## src/rtl/sumador_serial_pkg.sv

```systemverilog
// rtl/sumador_serial_pkg.sv - shared state type and default width for the serial adder
package sumador_pkg;

  localparam int SUMADOR_WIDTH = 4;

  typedef enum logic [1:0] {
    IDLE = 2'd0,
    SUMA = 2'd1,
    FIN  = 2'd2
  } state_t;

endpackage

```

## src/rtl/sumador_serial_if.sv

```systemverilog
// rtl/sumador_serial_if.sv - start/operand/result bundle of the serial adder (ovf under SUMADOR_OVERFLOW_EN)
interface sumador_serial_if
  import sumador_pkg::*;
#(
  parameter int WIDTH = SUMADOR_WIDTH
);

  logic             start;
  logic [WIDTH-1:0] a;
  logic [WIDTH-1:0] b;
  logic             ready;
  logic             busy;
  logic             done;
  logic [WIDTH-1:0] sum;
  logic             carri_out;
`ifdef SUMADOR_OVERFLOW_EN
  logic             ovf;
`endif

  // Requester side: issues operands, observes status and result
  modport master (
    output start, a, b,
    input  ready, busy, done, sum, carri_out
`ifdef SUMADOR_OVERFLOW_EN
    , input ovf
`endif
  );

  // Adder side
  modport slave (
    input  start, a, b,
    output ready, busy, done, sum, carri_out
`ifdef SUMADOR_OVERFLOW_EN
    , output ovf
`endif
  );

endinterface

```

## src/rtl/sumador_serial_completo.sv

```systemverilog
// rtl/sumador_serial_completo.sv - 1-bit full adder used once per serial step
module sumador_completo (
  input  logic a,
  input  logic b,
  input  logic cin,
  output logic s,
  output logic cout
);

  assign s    = a ^ b ^ cin;
  assign cout = (a & b) | (cin & (a ^ b));

endmodule

```

## src/rtl/sumador_serial.sv

```systemverilog
// rtl/sumador_serial.sv - LSB-first bit-serial adder, one bit per clock; SUMADOR_OVERFLOW_EN adds signed ovf output
module sumador_serial
  import sumador_pkg::*;
#(
  parameter int WIDTH = SUMADOR_WIDTH
) (
  input  logic             clk,
  input  logic             rst,
  sumador_serial_if.slave  bus
);

  localparam int CW = $clog2(WIDTH);

  state_t           state_q, state_d;
  logic             accept;
  logic             last_bit;

  logic [WIDTH-1:0] ra_q, rb_q;
  // Holds the result bits collected so far; the final bit completes it
  logic [WIDTH-2:0] acc_q;
  logic [WIDTH-1:0] acc_d;
  logic             carry_q;
  logic [CW-1:0]    count_q;

  logic [WIDTH-1:0] sum_q;
  logic             cout_q;

  logic             fa_s, fa_c;

`ifdef SUMADOR_OVERFLOW_EN
  logic             a_msb_q, b_msb_q;
  logic             ovf_q;
`endif

  sumador_completo u_fa (
    .a    (ra_q[0]),
    .b    (rb_q[0]),
    .cin  (carry_q),
    .s    (fa_s),
    .cout (fa_c)
  );

  assign last_bit = (count_q == CW'(WIDTH - 1));
  assign acc_d    = {fa_s, acc_q};

  // Next-state logic; new operands are taken only from IDLE or FIN
  always_comb begin
    state_d = state_q;
    accept  = 1'b0;
    case (state_q)
      IDLE: begin
        if (bus.start) begin
          accept  = 1'b1;
          state_d = SUMA;
        end
      end
      SUMA: begin
        if (last_bit) state_d = FIN;
      end
      FIN: begin
        if (bus.start) begin
          accept  = 1'b1;
          state_d = SUMA;
        end else begin
          state_d = IDLE;
        end
      end
      default: state_d = IDLE;
    endcase
  end

  // State register
  always_ff @(posedge clk) begin
    if (rst) state_q <= IDLE;
    else     state_q <= state_d;
  end

  // Operand shifters, carry/count and the result register, which loads only on the last bit
  always_ff @(posedge clk) begin
    if (rst) begin
      ra_q    <= '0;
      rb_q    <= '0;
      acc_q   <= '0;
      carry_q <= 1'b0;
      count_q <= '0;
      sum_q   <= '0;
      cout_q  <= 1'b0;
`ifdef SUMADOR_OVERFLOW_EN
      a_msb_q <= 1'b0;
      b_msb_q <= 1'b0;
      ovf_q   <= 1'b0;
`endif
    end else if (accept) begin
      ra_q    <= bus.a;
      rb_q    <= bus.b;
      carry_q <= 1'b0;
      count_q <= '0;
`ifdef SUMADOR_OVERFLOW_EN
      a_msb_q <= bus.a[WIDTH-1];
      b_msb_q <= bus.b[WIDTH-1];
`endif
    end else if (state_q == SUMA) begin
      ra_q    <= {1'b0, ra_q[WIDTH-1:1]};
      rb_q    <= {1'b0, rb_q[WIDTH-1:1]};
      acc_q   <= acc_d[WIDTH-1:1];
      carry_q <= fa_c;
      count_q <= count_q + CW'(1);
      if (last_bit) begin
        sum_q  <= acc_d;
        cout_q <= fa_c;
`ifdef SUMADOR_OVERFLOW_EN
        ovf_q  <= (a_msb_q == b_msb_q) && (fa_s != a_msb_q);
`endif
      end
    end
  end

  assign bus.ready     = (state_q == IDLE) || (state_q == FIN);
  assign bus.busy      = (state_q == SUMA);
  assign bus.done      = (state_q == FIN);
  assign bus.sum       = sum_q;
  assign bus.carri_out = cout_q;
`ifdef SUMADOR_OVERFLOW_EN
  assign bus.ovf       = ovf_q;
`endif

endmodule

```

## src/flat_wrapper.sv

```systemverilog
// flat-port wrapper written by rule: the top's interface ports become plain ports
module sumador_serial_flat import sumador_pkg::*;
#(
  parameter int WIDTH = SUMADOR_WIDTH
)
  (clk, rst, bus_start, bus_a, bus_b, bus_ready, bus_busy, bus_done, bus_sum, bus_carri_out);
  sumador_serial_if #(.WIDTH(WIDTH)) bus_i ();
  input  logic clk;
  input  logic rst;
  input wire logic [$bits(bus_i.start)-1:0] bus_start;
  input wire logic [$bits(bus_i.a)-1:0] bus_a;
  input wire logic [$bits(bus_i.b)-1:0] bus_b;
  output wire logic [$bits(bus_i.ready)-1:0] bus_ready;
  output wire logic [$bits(bus_i.busy)-1:0] bus_busy;
  output wire logic [$bits(bus_i.done)-1:0] bus_done;
  output wire logic [$bits(bus_i.sum)-1:0] bus_sum;
  output wire logic [$bits(bus_i.carri_out)-1:0] bus_carri_out;
  assign bus_i.start = bus_start;
  assign bus_i.a = bus_a;
  assign bus_i.b = bus_b;
  assign bus_ready = bus_i.ready;
  assign bus_busy = bus_i.busy;
  assign bus_done = bus_i.done;
  assign bus_sum = bus_i.sum;
  assign bus_carri_out = bus_i.carri_out;
  sumador_serial #(.WIDTH(WIDTH)) u_core (.clk(clk), .rst(rst), .bus(bus_i));
endmodule
```

## config.mk

```make
export PLATFORM = sky130hd
export DESIGN_NAME = sumador_serial_flat
export DESIGN_NICKNAME = d
export VERILOG_FILES = /design/src/rtl/sumador_serial_pkg.sv /design/src/rtl/sumador_serial_if.sv /design/src/rtl/sumador_serial_completo.sv /design/src/rtl/sumador_serial.sv /design/src/flat_wrapper.sv
export SDC_FILE = /design/constraint.sdc
export NUM_CORES = 1
export LEC_CHECK = 0
export ABC_AREA = 1
export BUFFER_PORTS_ARGS = -buffer_cell sky130_fd_sc_hd__buf_2
export CORE_MARGIN = 1.5
export CORE_UTILIZATION = 46
export DETAILED_ROUTE_END_ITERATION = 16
export GPL_TIMING_DRIVEN = 0
export PLACE_DENSITY = 0.75
export SLEW_MARGIN = 20
export SYNTH_ARGS = -nofsm -noshare
export SYNTH_HDL_FRONTEND = slang
export SYNTH_SLANG_ARGS = --single-unit
```

## constraint.sdc

```tcl
create_clock -name clk -period 1.1 [get_ports clk]
set_input_delay 0.11 -clock clk [delete_from_list [all_inputs] [get_ports clk]]
set_output_delay 0.11 -clock clk [all_outputs]
set_load 0.005 [all_outputs]
```

; After elaboration in Yosys (flattened, before gate mapping)
; Cells that the tools add are included.
[op_classes]
add_sub_neg = 1
n_eq_ne = 5
mux = 10
n_bitwise = 6
n_reduce_logical = 8
[op_table]
columns = op, count
row1 = 4-bit two-way mux, 4
row2 = 2-bit one-hot mux with 3 select lines, 1
row3 = "2-bit == test, second input constant", 2
row4 = 2-bit two-way mux, 2
row5 = 2-bit AND reduction, 2
row6 = 2-bit OR reduction, 2
row7 = 1-bit two-way mux, 3
row8 = 3-bit AND reduction, 1
row9 = "2-bit by 1-bit adder with 2-bit output, second input constant", 1
row10 = 1-bit bitwise AND, 2
row11 = "2-bit by 1-bit == test with 1-bit output, second input constant", 1
row12 = 2-bit zero test, 1
row13 = "2-bit by 1-bit != test with 1-bit output, second input constant", 1
row14 = "2-bit != test, second input constant", 1
row15 = 2-bit nonzero test, 1
row16 = 1-bit bitwise XOR, 2
row17 = 1-bit logical OR, 1
row18 = 1-bit inverter, 1
row19 = 1-bit bitwise OR, 1
[totals]
ff_bits = 21
in_bits = 11
out_inout_bits = 8

; Logic depth before layout (Yosys ltp)
[logic_depth]
depth_word = 5
depth_mapped = 7
depth_no_buf = 6

; Cells and area by module
; From an unflattened synthesis, not the netlist that was laid out.
[hier_totals]
cells_unflattened = 122
area_unflattened_um2 = 924.6
[by_module_without_submodules]
columns = module, n_inst, cells_per_inst, area_each_um2, seq_area_each_um2
row1 = sumador_serial, 1, 121, 904.6, 420.4
row2 = sumador_completo, 1, 1, 20.0, 0.0

; Worst setup path after synthesis
; Ideal clock, no wire load.
[synth_path]
path_type = register to register
startpoint = register u_core.ra_q[0]
endpoint = register u_core.sum_q[3] (netlist: u_core.bus.sum[3])
setup_time_ps = 70
arrival_ps = 1039
setup_slack_ps = -10
stages_incl_launch_ff = 4
path_buffers = 0
synth_period_minus_slack_ps = 1110
cell_sequence = dfxtp_1 -> fa_1 -> nand3_1 -> a21oi_1
[synth_via]
elab_chain_len = 2
[synth_rtl]
columns = element, line_no
row1 = "start, declared", sumador_serial.sv:18  ; logic [WIDTH-1:0] ra_q, rb_q;
row2 = "start signal, assigned", sumador_serial.sv:94  ; ra_q <= bus.a;
row3 = "start signal, assigned", sumador_serial.sv:103  ; ra_q <= {1'b0, ra_q[WIDTH-1:1]};
row4 = 1-bit bitwise XOR (2 in a row), sumador_serial_completo.sv:10  ; assign s = a ^ b ^ cin;
row5 = net u_core.fa_s, sumador_serial.sv:28  ; logic fa_s, fa_c;
row6 = "end signal, assigned", sumador_serial.sv:86  ; sum_q <= '0;
row7 = "end signal, assigned", sumador_serial.sv:109  ; sum_q <= acc_d;
row8 = "end, declared", sumador_serial.sv:25  ; logic [WIDTH-1:0] sum_q;
; The timed path passes the listed nets, and every way through them passes these cells.
; A chain may end at the register's enable or synchronous reset.

; Worst setup path after layout
; Ends and elaborated chain as after synthesis.

==> impl_metrics.tcl <==
set metrics [dict create \
    worstMarginPinSlew_ps 500 \
    ioPinCount 19 \
    overflow 0 \
    worstPathRequired_ps 1350 \
    wirelength_um 1830 \
    cts_buffer_depth 2 \
    grt_max_degree 13 \
    synth_largest_area_cell "dfxtp_1" \
    cts_sinks 21 \
    ctsHtreeMaxLevel 1 \
    via_count 818 \
    core_area_sq_mm 0.00180 \
    first_pass_iters 4 \
    synth_top_flop_cell "dfxtp_1" \
    yosys_warnings 0 \
    clock-root-buffer "clkbuf_4" \
    clock_skew_ps 5.63 \
    placed_area_sq_mm 0.00103 \
    ys_ff_latch 21 \
    yosysTopAreaCellShare 0.462 \
    design.die.area_sq_mm 0.00226 \
    die_h_um 47.5 \
    drtIter0Drc 11 \
    async_reset_ff_frac 0 \
    grt.total_usage 0.178 \
    holdWs_ps 9.17 \
    hold_class "in -> reg" \
    irDropWorstVdd_v 0.000639 \
    hold_buffers 0 \
    status "finished, violations left" \
    fmax_mhz 872 \
    start_util 0.506 \
    finalCritPeriodShare 1.04 \
    dp.cells 157 \
    nNetsFinal 155 \
    finalNonFillerCells 166 \
    numCtsBuffers 3 \
    final_hold_viol_count 0 \
    powerDensity_mw_per_mm2 1240 \
    start_kind "flip-flop" \
    arrival_ps 1390 \
    syn_inst 115 \
    relSlewSlack 0.666 \
    synth_edf_count 0 \
    antenna_found_initial 0 \
    die_w_um 47.5 \
    fin_ws_ps -47.4 \
    avgSynthCellArea_sq_um 7.92 \
    avgViaCountPerCell 4.93 \
    hpwl_um 1280 \
    detail_route.wl_per_cell_um 11.0 \
    syn2layout_area_growth_pct 27.2 \
    power.total_mw 1.44 \
    rsz0062_at_grt "true" \
    cts_tree "yes" \
    clk_pin_slew_worst_paths_ps 120 \
    synth.top_cells.by_area "dfxtp_1, nand3_1, nand2_1, a21oi_1, nor2_1" \
    min_period_ps 1150 \
    synth_area_sq_um 911 \
    rows 15 \
    crit_fanout 2 \
    drcViolationCount 0 \
    antennaDiodeCount 0 \
    violations "negative setup slack" \
    ant_nets 0 \
    crit_type "reg -> reg" \
    grt_pass1_vias 725 \
    drive_gt1_frac 0.326 \
    dpl_worst_slack_ps -46.3 \
    syn_nets 128 \
    max-cap-violations 0 \
    fin_area_sq_mm 0.00116 \
    slew_violations 0 \
    grt_pass1_wl_um 2850 \
    gp_congestion 0.750 \
    leakagePower_nw 0.513 \
    synth_most_common_cell "nand3_1" \
    synth_commonest_cells "nand3_1, dfxtp_1, nand2_1" \
    end_kind "flip-flop" \
    ys_types 20 \
    yosysSeqAreaShare 0.462 \
    io_buffer_count 17 \
    insertion_delay_ps 300 \
    finalSetupViolCount 4 \
]
==> layout make-up <==
cell class	count	area [sq um]
timing repair buffer	23	161
inverter	10	47.5
sequential	21	428
multi-input combinational	79	428
fill	170	643
clock inverter	1	5.00
clock buffer	3	22.5
tap	25	31.3
buffer	4	35.0
==> cells by family after synthesis <==
group,Yosys count,share of synthesized area
adders and majority gates,2,0.0357
xor gates and xnor gates,1,0.00962
buffers and inverters,15,0.0934
AOI/OAI and AO/OA,18,0.102
and+or+nand+nor,58,0.298
DFF,21,0.462
==> per-layer routing <==
layer | global-route usage | up-vias | routed length (um) | share of wire
li1 | - | 429 | - | -
met1 | 0.224 | 362 | 869 | 0.47
met2 | 0.289 | 20 | 832 | 0.45
met3 | 0.0453 | 7 | 89 | 0.049
met4 | 0.0778 | 0 | 39 | 0.021
met5 | 0 | - | 0 | 0
==> power by group <==
part / leakage [nW] / internal [mW] / switching (mW)
logic: 0.322 / 0.122 / 0.129
clock network: 0.0177 / 0.136 / 0.231
registers: 0.173 / 0.797 / 0.0262
total: 0.513 / 1.05 / 0.386
==> state kept, by name, summed over array words and instances, names as in the netlist <==
| signal | flops |
|---|---|
| u_core.bus.sum | 4 |
| u_core.ra_q | 4 |
| u_core.rb_q | 4 |
| u_core.acc_q | 3 |
| u_core.count_q | 2 |
| u_core.state_q | 2 |
| u_core.bus.carri_out | 1 |
| u_core.carry_q | 1 |
==> critical path: stages, from the launching register on <==
cell,delay (ps)
dfxtp_2,340
fa_1,560
nand3_1,80
a21oi_1,110
==> worst paths after layout <==
check | to | depth (start not counted) | startpoint | slack [ps]
setup / recovery | u_core.bus.sum[3]$_SDFFE_PP0P_ | 3 | u_core.ra_q[0]$_SDFFE_PP0P_ | -50
hold / removal | u_core.state_q[1]$_SDFFE_PP0P_ | 2 | rst | 9
hold reg to reg | u_core.bus.sum[3]$_SDFFE_PP0P_ | 2 | u_core.bus.sum[3]$_SDFFE_PP0P_ | 470
setup reg to reg | u_core.bus.sum[3]$_SDFFE_PP0P_ | 3 | u_core.ra_q[0]$_SDFFE_PP0P_ | -50
==> metrics by stage <==
step | utilization | TNS [ps]
after global routing | 0.643 | -416
final | 0.643 | -125
after CTS | 0.630 | -441
after global placement | 0.570 | -31.8
after detailed placement | 0.570 | -61.0
after floorplan | - | 0
==> cell usage in the layout, fill, tap and decap left out, types with 2 or more instances in the layout <==
cell / count
nor2_1: 8
dfxtp_2: 3
inv_1: 8
nand2_1: 19
buf_2: 16
clkbuf_4: 3
nand2_4: 2
buf_6: 8
nor2_2: 2
a21oi_1: 12
o21ai_1: 3
dfxtp_1: 17
nand3_1: 24
a21oi_2: 2
==> timing repair <==
item                                    4_1_cts  5_1_grt
buffers inserted                              6        0
resized for setup                            10       11
endpoints found under the setup margin        7       22
pin swaps                                     5        3
No activity file was read; power rests on OpenSTA's default activity.
